## src/rtl/pipeline_hazard_ctrl_pkg.sv

```systemverilog
// Shared encodings and types for the pipeline hazard controller.
package pipeline_hazard_ctrl_pkg;

  localparam int unsigned REG_W  = 5;
  localparam int unsigned ADDR_W = 32;

  // Decode-stage forward selects (branch compare operands)
  localparam logic [1:0] FWD_RF = 2'b00;
  localparam logic [1:0] FWD_E  = 2'b10;
  localparam logic [1:0] FWD_M  = 2'b01;
  localparam logic [1:0] FWD_W  = 2'b11;

  // Execute-stage forward selects
  localparam logic [1:0] FWDE_REG = 2'b00;
  localparam logic [1:0] FWDE_M   = 2'b10;
  localparam logic [1:0] FWDE_W   = 2'b01;

  localparam logic [1:0] DIV_IDLE = 2'd0;
  localparam logic [1:0] DIV_RUN  = 2'd1;
  localparam logic [1:0] DIV_DONE = 2'd2;

  localparam logic [0:0] EXC_IDLE = 1'b0;
  localparam logic [0:0] EXC_PEND = 1'b1;

  localparam logic [ADDR_W-1:0] EXC_VECTOR_DEFAULT = 32'hbfc00380;

  typedef struct packed {
    logic f;
    logic d;
    logic e;
    logic m;
    logic w;
  } stage_ctl_t;

endpackage

```

## src/rtl/pipeline_hazard_ctrl_fwd_select.sv

```systemverilog
// Forward source select for one operand; DECODE picks the decode-stage code set.
module fwd_select
  import pipeline_hazard_ctrl_pkg::*;
#(
  parameter bit DECODE = 1'b0
) (
  input  logic [REG_W-1:0] src_i,
  input  logic [REG_W-1:0] writereg_e_i,
  input  logic [REG_W-1:0] writereg_m_i,
  input  logic [REG_W-1:0] writereg_w_i,
  input  logic             regwrite_e_i,
  input  logic             regwrite_m_i,
  input  logic             regwrite_w_i,
  input  logic             memtoreg_e_i,
  output logic [1:0]       sel_o
);

  // Youngest producer wins; a load in E has no data yet so it is never a source
  always_comb begin
    sel_o = DECODE ? FWD_RF : FWDE_REG;
    if (src_i != '0) begin
      if (DECODE && regwrite_e_i && !memtoreg_e_i && (src_i == writereg_e_i)) begin
        sel_o = FWD_E;
      end else if (regwrite_m_i && (src_i == writereg_m_i)) begin
        sel_o = DECODE ? FWD_M : FWDE_M;
      end else if (regwrite_w_i && (src_i == writereg_w_i)) begin
        sel_o = DECODE ? FWD_W : FWDE_W;
      end
    end
  end

endmodule

```

## src/rtl/pipeline_hazard_ctrl.sv

```systemverilog
// Hazard/sequencing controller for a 5-stage MIPS pipeline: forwarding,
// stall/flush priority, divider sequencing and exception redirect ordering.
module pipeline_hazard_ctrl
  import pipeline_hazard_ctrl_pkg::*;
#(
  parameter int unsigned       DIV_CYCLES = 36,
  parameter logic [ADDR_W-1:0] EXC_VECTOR = EXC_VECTOR_DEFAULT
) (
  input  logic              clk,
  input  logic              resetn,
  input  logic [REG_W-1:0]  rsD,
  input  logic [REG_W-1:0]  rtD,
  input  logic [REG_W-1:0]  rsE,
  input  logic [REG_W-1:0]  rtE,
  input  logic [REG_W-1:0]  writeregE,
  input  logic [REG_W-1:0]  writeregM,
  input  logic [REG_W-1:0]  writeregW,
  input  logic              regwriteE,
  input  logic              regwriteM,
  input  logic              regwriteW,
  input  logic              memtoregE,
  input  logic              memtoregM,
  input  logic              branchD,
  input  logic              divE,
  input  logic              inst_busy,
  input  logic              data_busy,
  input  logic              exceptM,
  input  logic              eretM,
  input  logic [ADDR_W-1:0] epc,
  output logic [1:0]        forwardaD,
  output logic [1:0]        forwardbD,
  output logic [1:0]        forwardaE,
  output logic [1:0]        forwardbE,
  output logic              stallF,
  output logic              stallD,
  output logic              stallE,
  output logic              stallM,
  output logic              stallW,
  output logic              flushD,
  output logic              flushE,
  output logic              flushM,
  output logic              flushW,
  output logic              div_start,
  output logic              div_abort,
  output logic              div_done,
  output logic              redirect,
  output logic [ADDR_W-1:0] redirect_pc
);

  localparam int unsigned CNT_W = $clog2(DIV_CYCLES);

  logic [1:0]        div_st_q, div_st_d;
  logic [0:0]        exc_st_q, exc_st_d;
  logic [CNT_W-1:0]  cnt_q, cnt_d;
  logic [ADDR_W-1:0] tgt_q, tgt_d;

  logic [1:0]        fwd_ad, fwd_bd, fwd_ae, fwd_be;
  stage_ctl_t        stall;
  logic              fl_d, fl_e, fl_m, fl_w;
  logic              start_s, abort_s, done_s, redir_s;
  logic [ADDR_W-1:0] rpc_s;
  logic              exc_now, bus_wait, load_use, br_haz;
  logic [ADDR_W-1:0] exc_tgt;

  fwd_select #(.DECODE(1'b1)) u_fwd_ad (
    .src_i(rsD), .writereg_e_i(writeregE), .writereg_m_i(writeregM), .writereg_w_i(writeregW),
    .regwrite_e_i(regwriteE), .regwrite_m_i(regwriteM), .regwrite_w_i(regwriteW),
    .memtoreg_e_i(memtoregE), .sel_o(fwd_ad));
  fwd_select #(.DECODE(1'b1)) u_fwd_bd (
    .src_i(rtD), .writereg_e_i(writeregE), .writereg_m_i(writeregM), .writereg_w_i(writeregW),
    .regwrite_e_i(regwriteE), .regwrite_m_i(regwriteM), .regwrite_w_i(regwriteW),
    .memtoreg_e_i(memtoregE), .sel_o(fwd_bd));
  fwd_select #(.DECODE(1'b0)) u_fwd_ae (
    .src_i(rsE), .writereg_e_i(writeregE), .writereg_m_i(writeregM), .writereg_w_i(writeregW),
    .regwrite_e_i(regwriteE), .regwrite_m_i(regwriteM), .regwrite_w_i(regwriteW),
    .memtoreg_e_i(memtoregE), .sel_o(fwd_ae));
  fwd_select #(.DECODE(1'b0)) u_fwd_be (
    .src_i(rtE), .writereg_e_i(writeregE), .writereg_m_i(writeregM), .writereg_w_i(writeregW),
    .regwrite_e_i(regwriteE), .regwrite_m_i(regwriteM), .regwrite_w_i(regwriteW),
    .memtoreg_e_i(memtoregE), .sel_o(fwd_be));

  assign exc_now  = (exc_st_q == EXC_IDLE) && (exceptM || eretM);
  assign exc_tgt  = exceptM ? EXC_VECTOR : epc;
  assign bus_wait = inst_busy || data_busy;
  assign load_use = memtoregE && regwriteE && ((rsD == writeregE) || (rtD == writeregE));
  assign br_haz   = branchD && memtoregM && ((rsD == writeregM) || (rtD == writeregM));

  always_ff @(posedge clk or negedge resetn) begin
    if (!resetn) begin
      div_st_q <= DIV_IDLE;
      exc_st_q <= EXC_IDLE;
      cnt_q    <= '0;
      tgt_q    <= '0;
    end else begin
      div_st_q <= div_st_d;
      exc_st_q <= exc_st_d;
      cnt_q    <= cnt_d;
      tgt_q    <= tgt_d;
    end
  end

  // Next state and stall/flush priority: exception > bus wait > divider > load-use/branch
  always_comb begin
    div_st_d = div_st_q;
    exc_st_d = exc_st_q;
    cnt_d    = cnt_q;
    tgt_d    = tgt_q;
    stall    = '0;
    fl_d     = 1'b0;
    fl_e     = 1'b0;
    fl_m     = 1'b0;
    fl_w     = 1'b0;
    start_s  = 1'b0;
    abort_s  = 1'b0;
    done_s   = 1'b0;
    redir_s  = 1'b0;
    rpc_s    = '0;

    if (exc_now) begin
      {fl_d, fl_e, fl_m, fl_w} = 4'b1111;
      rpc_s   = exc_tgt;
      stall.f = inst_busy;
      redir_s = !inst_busy;
      if (inst_busy) begin
        exc_st_d = EXC_PEND;
        tgt_d    = exc_tgt;
      end
      if (div_st_q != DIV_IDLE) begin
        abort_s  = 1'b1;
        div_st_d = DIV_IDLE;
        cnt_d    = '0;
      end
    end else begin
      if (exc_st_q == EXC_PEND) begin
        rpc_s = tgt_q;
        if (!inst_busy) begin
          redir_s  = 1'b1;
          exc_st_d = EXC_IDLE;
        end
      end

      if (bus_wait) begin
        stall = '1;
      end else if (div_st_q == DIV_RUN) begin
        stall.f = 1'b1;
        stall.d = 1'b1;
        stall.e = 1'b1;
        fl_m    = 1'b1;
      end else if (load_use || br_haz) begin
        stall.f = 1'b1;
        stall.d = 1'b1;
        fl_e    = 1'b1;
      end

      case (div_st_q)
        DIV_IDLE: begin
          if (divE && !bus_wait) begin
            start_s  = 1'b1;
            div_st_d = DIV_RUN;
            cnt_d    = CNT_W'(DIV_CYCLES - 1);
          end
        end
        DIV_RUN: begin
          if (cnt_q == '0) div_st_d = DIV_DONE;
          else             cnt_d    = cnt_q - CNT_W'(1);
        end
        DIV_DONE: begin
          done_s   = 1'b1;
          div_st_d = DIV_IDLE;
        end
        default: div_st_d = DIV_IDLE;
      endcase
    end
  end

  // Everything is forced low while reset is held
  assign forwardaD   = {2{resetn}} & fwd_ad;
  assign forwardbD   = {2{resetn}} & fwd_bd;
  assign forwardaE   = {2{resetn}} & fwd_ae;
  assign forwardbE   = {2{resetn}} & fwd_be;
  assign stallF      = resetn & stall.f;
  assign stallD      = resetn & stall.d;
  assign stallE      = resetn & stall.e;
  assign stallM      = resetn & stall.m;
  assign stallW      = resetn & stall.w;
  assign flushD      = resetn & fl_d;
  assign flushE      = resetn & fl_e;
  assign flushM      = resetn & fl_m;
  assign flushW      = resetn & fl_w;
  assign div_start   = resetn & start_s;
  assign div_abort   = resetn & abort_s;
  assign div_done    = resetn & done_s;
  assign redirect    = resetn & redir_s;
  assign redirect_pc = {ADDR_W{resetn}} & rpc_s;

endmodule

```

## config.mk

```make
export PLATFORM = sky130hd
export DESIGN_NAME = pipeline_hazard_ctrl
export DESIGN_NICKNAME = d
export VERILOG_FILES = /design/src/rtl/pipeline_hazard_ctrl_pkg.sv /design/src/rtl/pipeline_hazard_ctrl_fwd_select.sv /design/src/rtl/pipeline_hazard_ctrl.sv
export SDC_FILE = /design/constraint.sdc
export NUM_CORES = 1
export LEC_CHECK = 0
export ABC_AREA = 1
export BUFFER_PORTS_ARGS = -buffer_cell sky130_fd_sc_hd__buf_2
export CORE_ASPECT_RATIO = 1.5
export CORE_MARGIN = 3
export CORE_UTILIZATION = 44
export CTS_CLUSTER_SIZE = 25
export DETAILED_ROUTE_END_ITERATION = 10
export PLACE_DENSITY_LB_ADDON = 0.12
export SLEW_MARGIN = 20
export SYNTH_ARGS = -nofsm -noshare
export SYNTH_HDL_FRONTEND = slang
export SYNTH_SLANG_ARGS = --single-unit
```

## constraint.sdc

```tcl
create_clock -name clk -period 1.2 [get_ports clk]
set_input_delay 0.12 -clock clk [delete_from_list [all_inputs] [get_ports clk]]
set_output_delay 0.12 -clock clk [all_outputs]
set_load 0.03 [all_outputs]
```

==> impl_metrics.ini <==
[sta]
rsz0062_at_grt = yes
finalHoldViolCount = 0
fmax_mhz = 534.6
slew_headroom_pct = 39.02
fin_crit_ns = 1.871
finalClockSkew_ns = 0.01245
finalCritPeriodShare_pct = 155.9
fin_hold_ws_ns = 0.07728
slew_violations = 0
setup_ws_ns = -0.6707
tightest_slew_ns = 0.9147
final.setup.tns_ns = -40.64
setup_viol = 93

[finish]
fin_nets = 820
fin_util_pct = 93.33
diodes = 0
drive_gt1_share_pct = 56.10
fillers = 233
area_growth_pct = 103.1

[run_status]
status = complete, but fails checks
failed_checks = negative setup slack

[pwr]
seqPwrFrac_pct = 30.4
powerDensity_nw_per_um2 = 886.0
leakage_nw = 3.141
power_frac_clock_pct = 16.2
ir_drop_mv = 0.8597
p_sw_share_pct = 41.92
power_switching_mw = 2.407
p_int_mw = 3.335
pwr-share-comb_pct = 53.4

[setup_path]
reg2reg_depth = 10
r2r-start = exc_st_q$_DFFE_PN0P_
cp_slowest_cell = dfrtp_2
cp.buffers_inverters = 3
critPathMaxStageDelay_ns = 0.45
worst-r2r-setup-slack_ns = -0.50
crit_start = exc_st_q$_DFFE_PN0P_
cp.arrival_ns = 1.75
critical_path.top_delay_family = buffers and inverters
crit_fanout = 4
crit_type = reg -> out
critPathCapture = redirect_pc[1]
crit_cells = 7
worstSetupStartpointType = flop
worstPathRequired_ns = 1.08
endpoint_kind = output pin
r2r_end = tgt_q[6]$_DFFE_PN0P_
path_cells = nor2_4 -> inv_4 -> nor2_4 -> buf_4 -> nand3_1 -> o21ai_0 -> buf_4

[clocking]
clock_sinks = 41
cts_buffers = 5
clockBufferDepth = 2
clkTransAtPathRegs_ns = 0.09
htree_num_levels = 2
cts_tree = built
root_buffer = clkbuf_8
clock_latency_ns = 0.31

[logic_synthesis]
synth_edf_count = 0
ys_seq_area_share_pct = 32.16
syn_inst = 506
synth_most_common_cell = nand2_1
async_reset_ff_share_pct = 100.0
synth_top_area_share_pct = 32.16
yosys.area.top_type = dfrtp_1
synth_fp_nets = 588
yosysWarnings = 0
synth_flop_cell = dfrtp_1
ys_seq_elements = 41
synth_area_um2 = 3191
synthTopCellsByCount = nand2_1, inv_1, o21ai_0, nand3_1, nor2_1
ys_types = 31
synthTopCellsByArea = dfrtp_1, nand2_1, inv_1
avgSynthCellArea_um2 = 6.305

[route]
drt_iter0_drc = 651
drtAntennaViolNets = 0
num_vias = 5041
drc = 0
dr.pass1.iters = 8
wl_per_cell_um = 21.64
viasPerCell = 6.178
wl_um = 17660

[placement]
io_buffers = 132
routabilityCongestion = 0.9619
hpwl_um = 8823

[floorplan]
chipWidth_um = 75.53
rows = 37
ios = 133
die_height_um = 110.3
initial_core_util_pct = 45.95
dieArea_um2 = 8330
core_um2 = 6944

[grt]
grt_pass1_vias = 4360
grt_pass1_wl_um = 19900
antenna_found_initial = 1
grt_max_degree = 30
grt-ovfl-total = 0
grtUsageTotal_pct = 31.00

[run]
cap_violations = 0

[min_path]
hold_class = in -> reg
==> per-layer routing <==
metal / global-route usage (%) / routed length [µm] / share of wire (%) / vias up
li1: - / - / - / 2123
met5: 0 / 10 / 0.057 / -
met3: 6.171 / 1781 / 10 / 162
met2: 55.32 / 8648 / 49 / 442
met1: 33.47 / 5821 / 33 / 2312
met4: 16.25 / 1400 / 7.9 / 2
==> metrics by stage <==
stage	cell area, µm²	instances	setup WS [ns]	power (mW)
after floorplan	3671	506	-0.3904	2.966
after global placement	5054	788	-0.2134	3.748
after detailed placement	5054	788	-0.2366	3.825
after CTS	5859	805	-0.5202	5.147
after global routing	6481	816	-0.6672	5.972
final	6481	816	-0.6707	5.742
==> kinds of logic after synthesis <==
group           synth area share [%]
fa+ha+maj                     0.7842
flops                          32.16
xor+xnor                       3.843
compound gates                 17.49
buf+inv                        11.10
simple gates                   34.63
==> worst reg2reg max path, delay by kind of cell (launching register included) <==
family | cells | cell delay, ns
DFF | 1 | 0.45
and+or+nand+nor | 3 | 0.34
buffers and inverters | 6 | 0.68
AOI/OAI and AO/OA | 1 | 0.08
==> placed cells by master, fill, tap and decap left out, drive strengths merged, types with 4 or more instances in the layout <==
cell	n
o22ai	7
clkbuf	9
o21ai	79
nor2	49
a21oi	11
inv	65
xor2	6
buf	238
nand2	141
nand4	9
a211oi	4
nand3	45
or2	4
dfrtp	41
xnor2	8
nor3	8
dlygate4sd3	4
==> power by group through the flow <==
| stage | registers [mW] | logic (mW) | clock network (mW) |
|---|---|---|---|
| finish | 1.74 | 3.07 | 0.932 |
| detailed placement | 1.73 | 2.10 | 0 |
| floorplan | 1.70 | 1.26 | 0 |
| global placement | 1.71 | 2.04 | 0 |
| global route | 1.75 | 3.23 | 0.986 |
| CTS | 1.70 | 2.52 | 0.924 |
==> registers in the layout, indices dropped and copies added (netlist names) <==
signal	cells
exc_st_q	1
tgt_q	32
div_st_q	2
cnt_q	6
==> what timing repair did <==
action,4_1_cts,5_1_grt
gates cloned,1,3
hold endpoints to repair,37,0
pin swaps,46,51
setup buffers,5,9
resized for setup,201,145
hold buffers,5,0
endpoints found under the setup margin,92,113
==> final cells by class <==
| class | count | area [µm²] | share of cell area (%) |
|---|---|---|---|
| multi-input cells | 378 | 2670 | 41.20 |
| clock inverters | 1 | 8.758 | 0.1351 |
| well taps | 78 | 97.59 | 1.506 |
| clock buffers | 6 | 72.57 | 1.120 |
| flip-flops and latches | 41 | 1030 | 15.89 |
| repair buffers | 246 | 2302 | 35.52 |
| inverters | 66 | 300.3 | 4.633 |
==> how the worst min path moves through the flow <==
stage                     startpoint                 endpoint  slack (ns)  depth (start not counted)
after global routing          epc[1]     tgt_q[1]$_DFFE_PN0P_        0.08                          3
after floorplan               resetn     cnt_q[0]$_DFFE_PN0P_       -0.18                          0
after global placement        resetn  div_st_q[0]$_DFFE_PN0P_        0.18                          2
after detailed placement      resetn     cnt_q[2]$_DFFE_PN0P_        0.18                          2
after CTS                     epc[3]     tgt_q[3]$_DFFE_PN0P_        0.09                          3
final                         epc[3]     tgt_q[3]$_DFFE_PN0P_        0.08                          3
(Power assumes the default switching activity.)
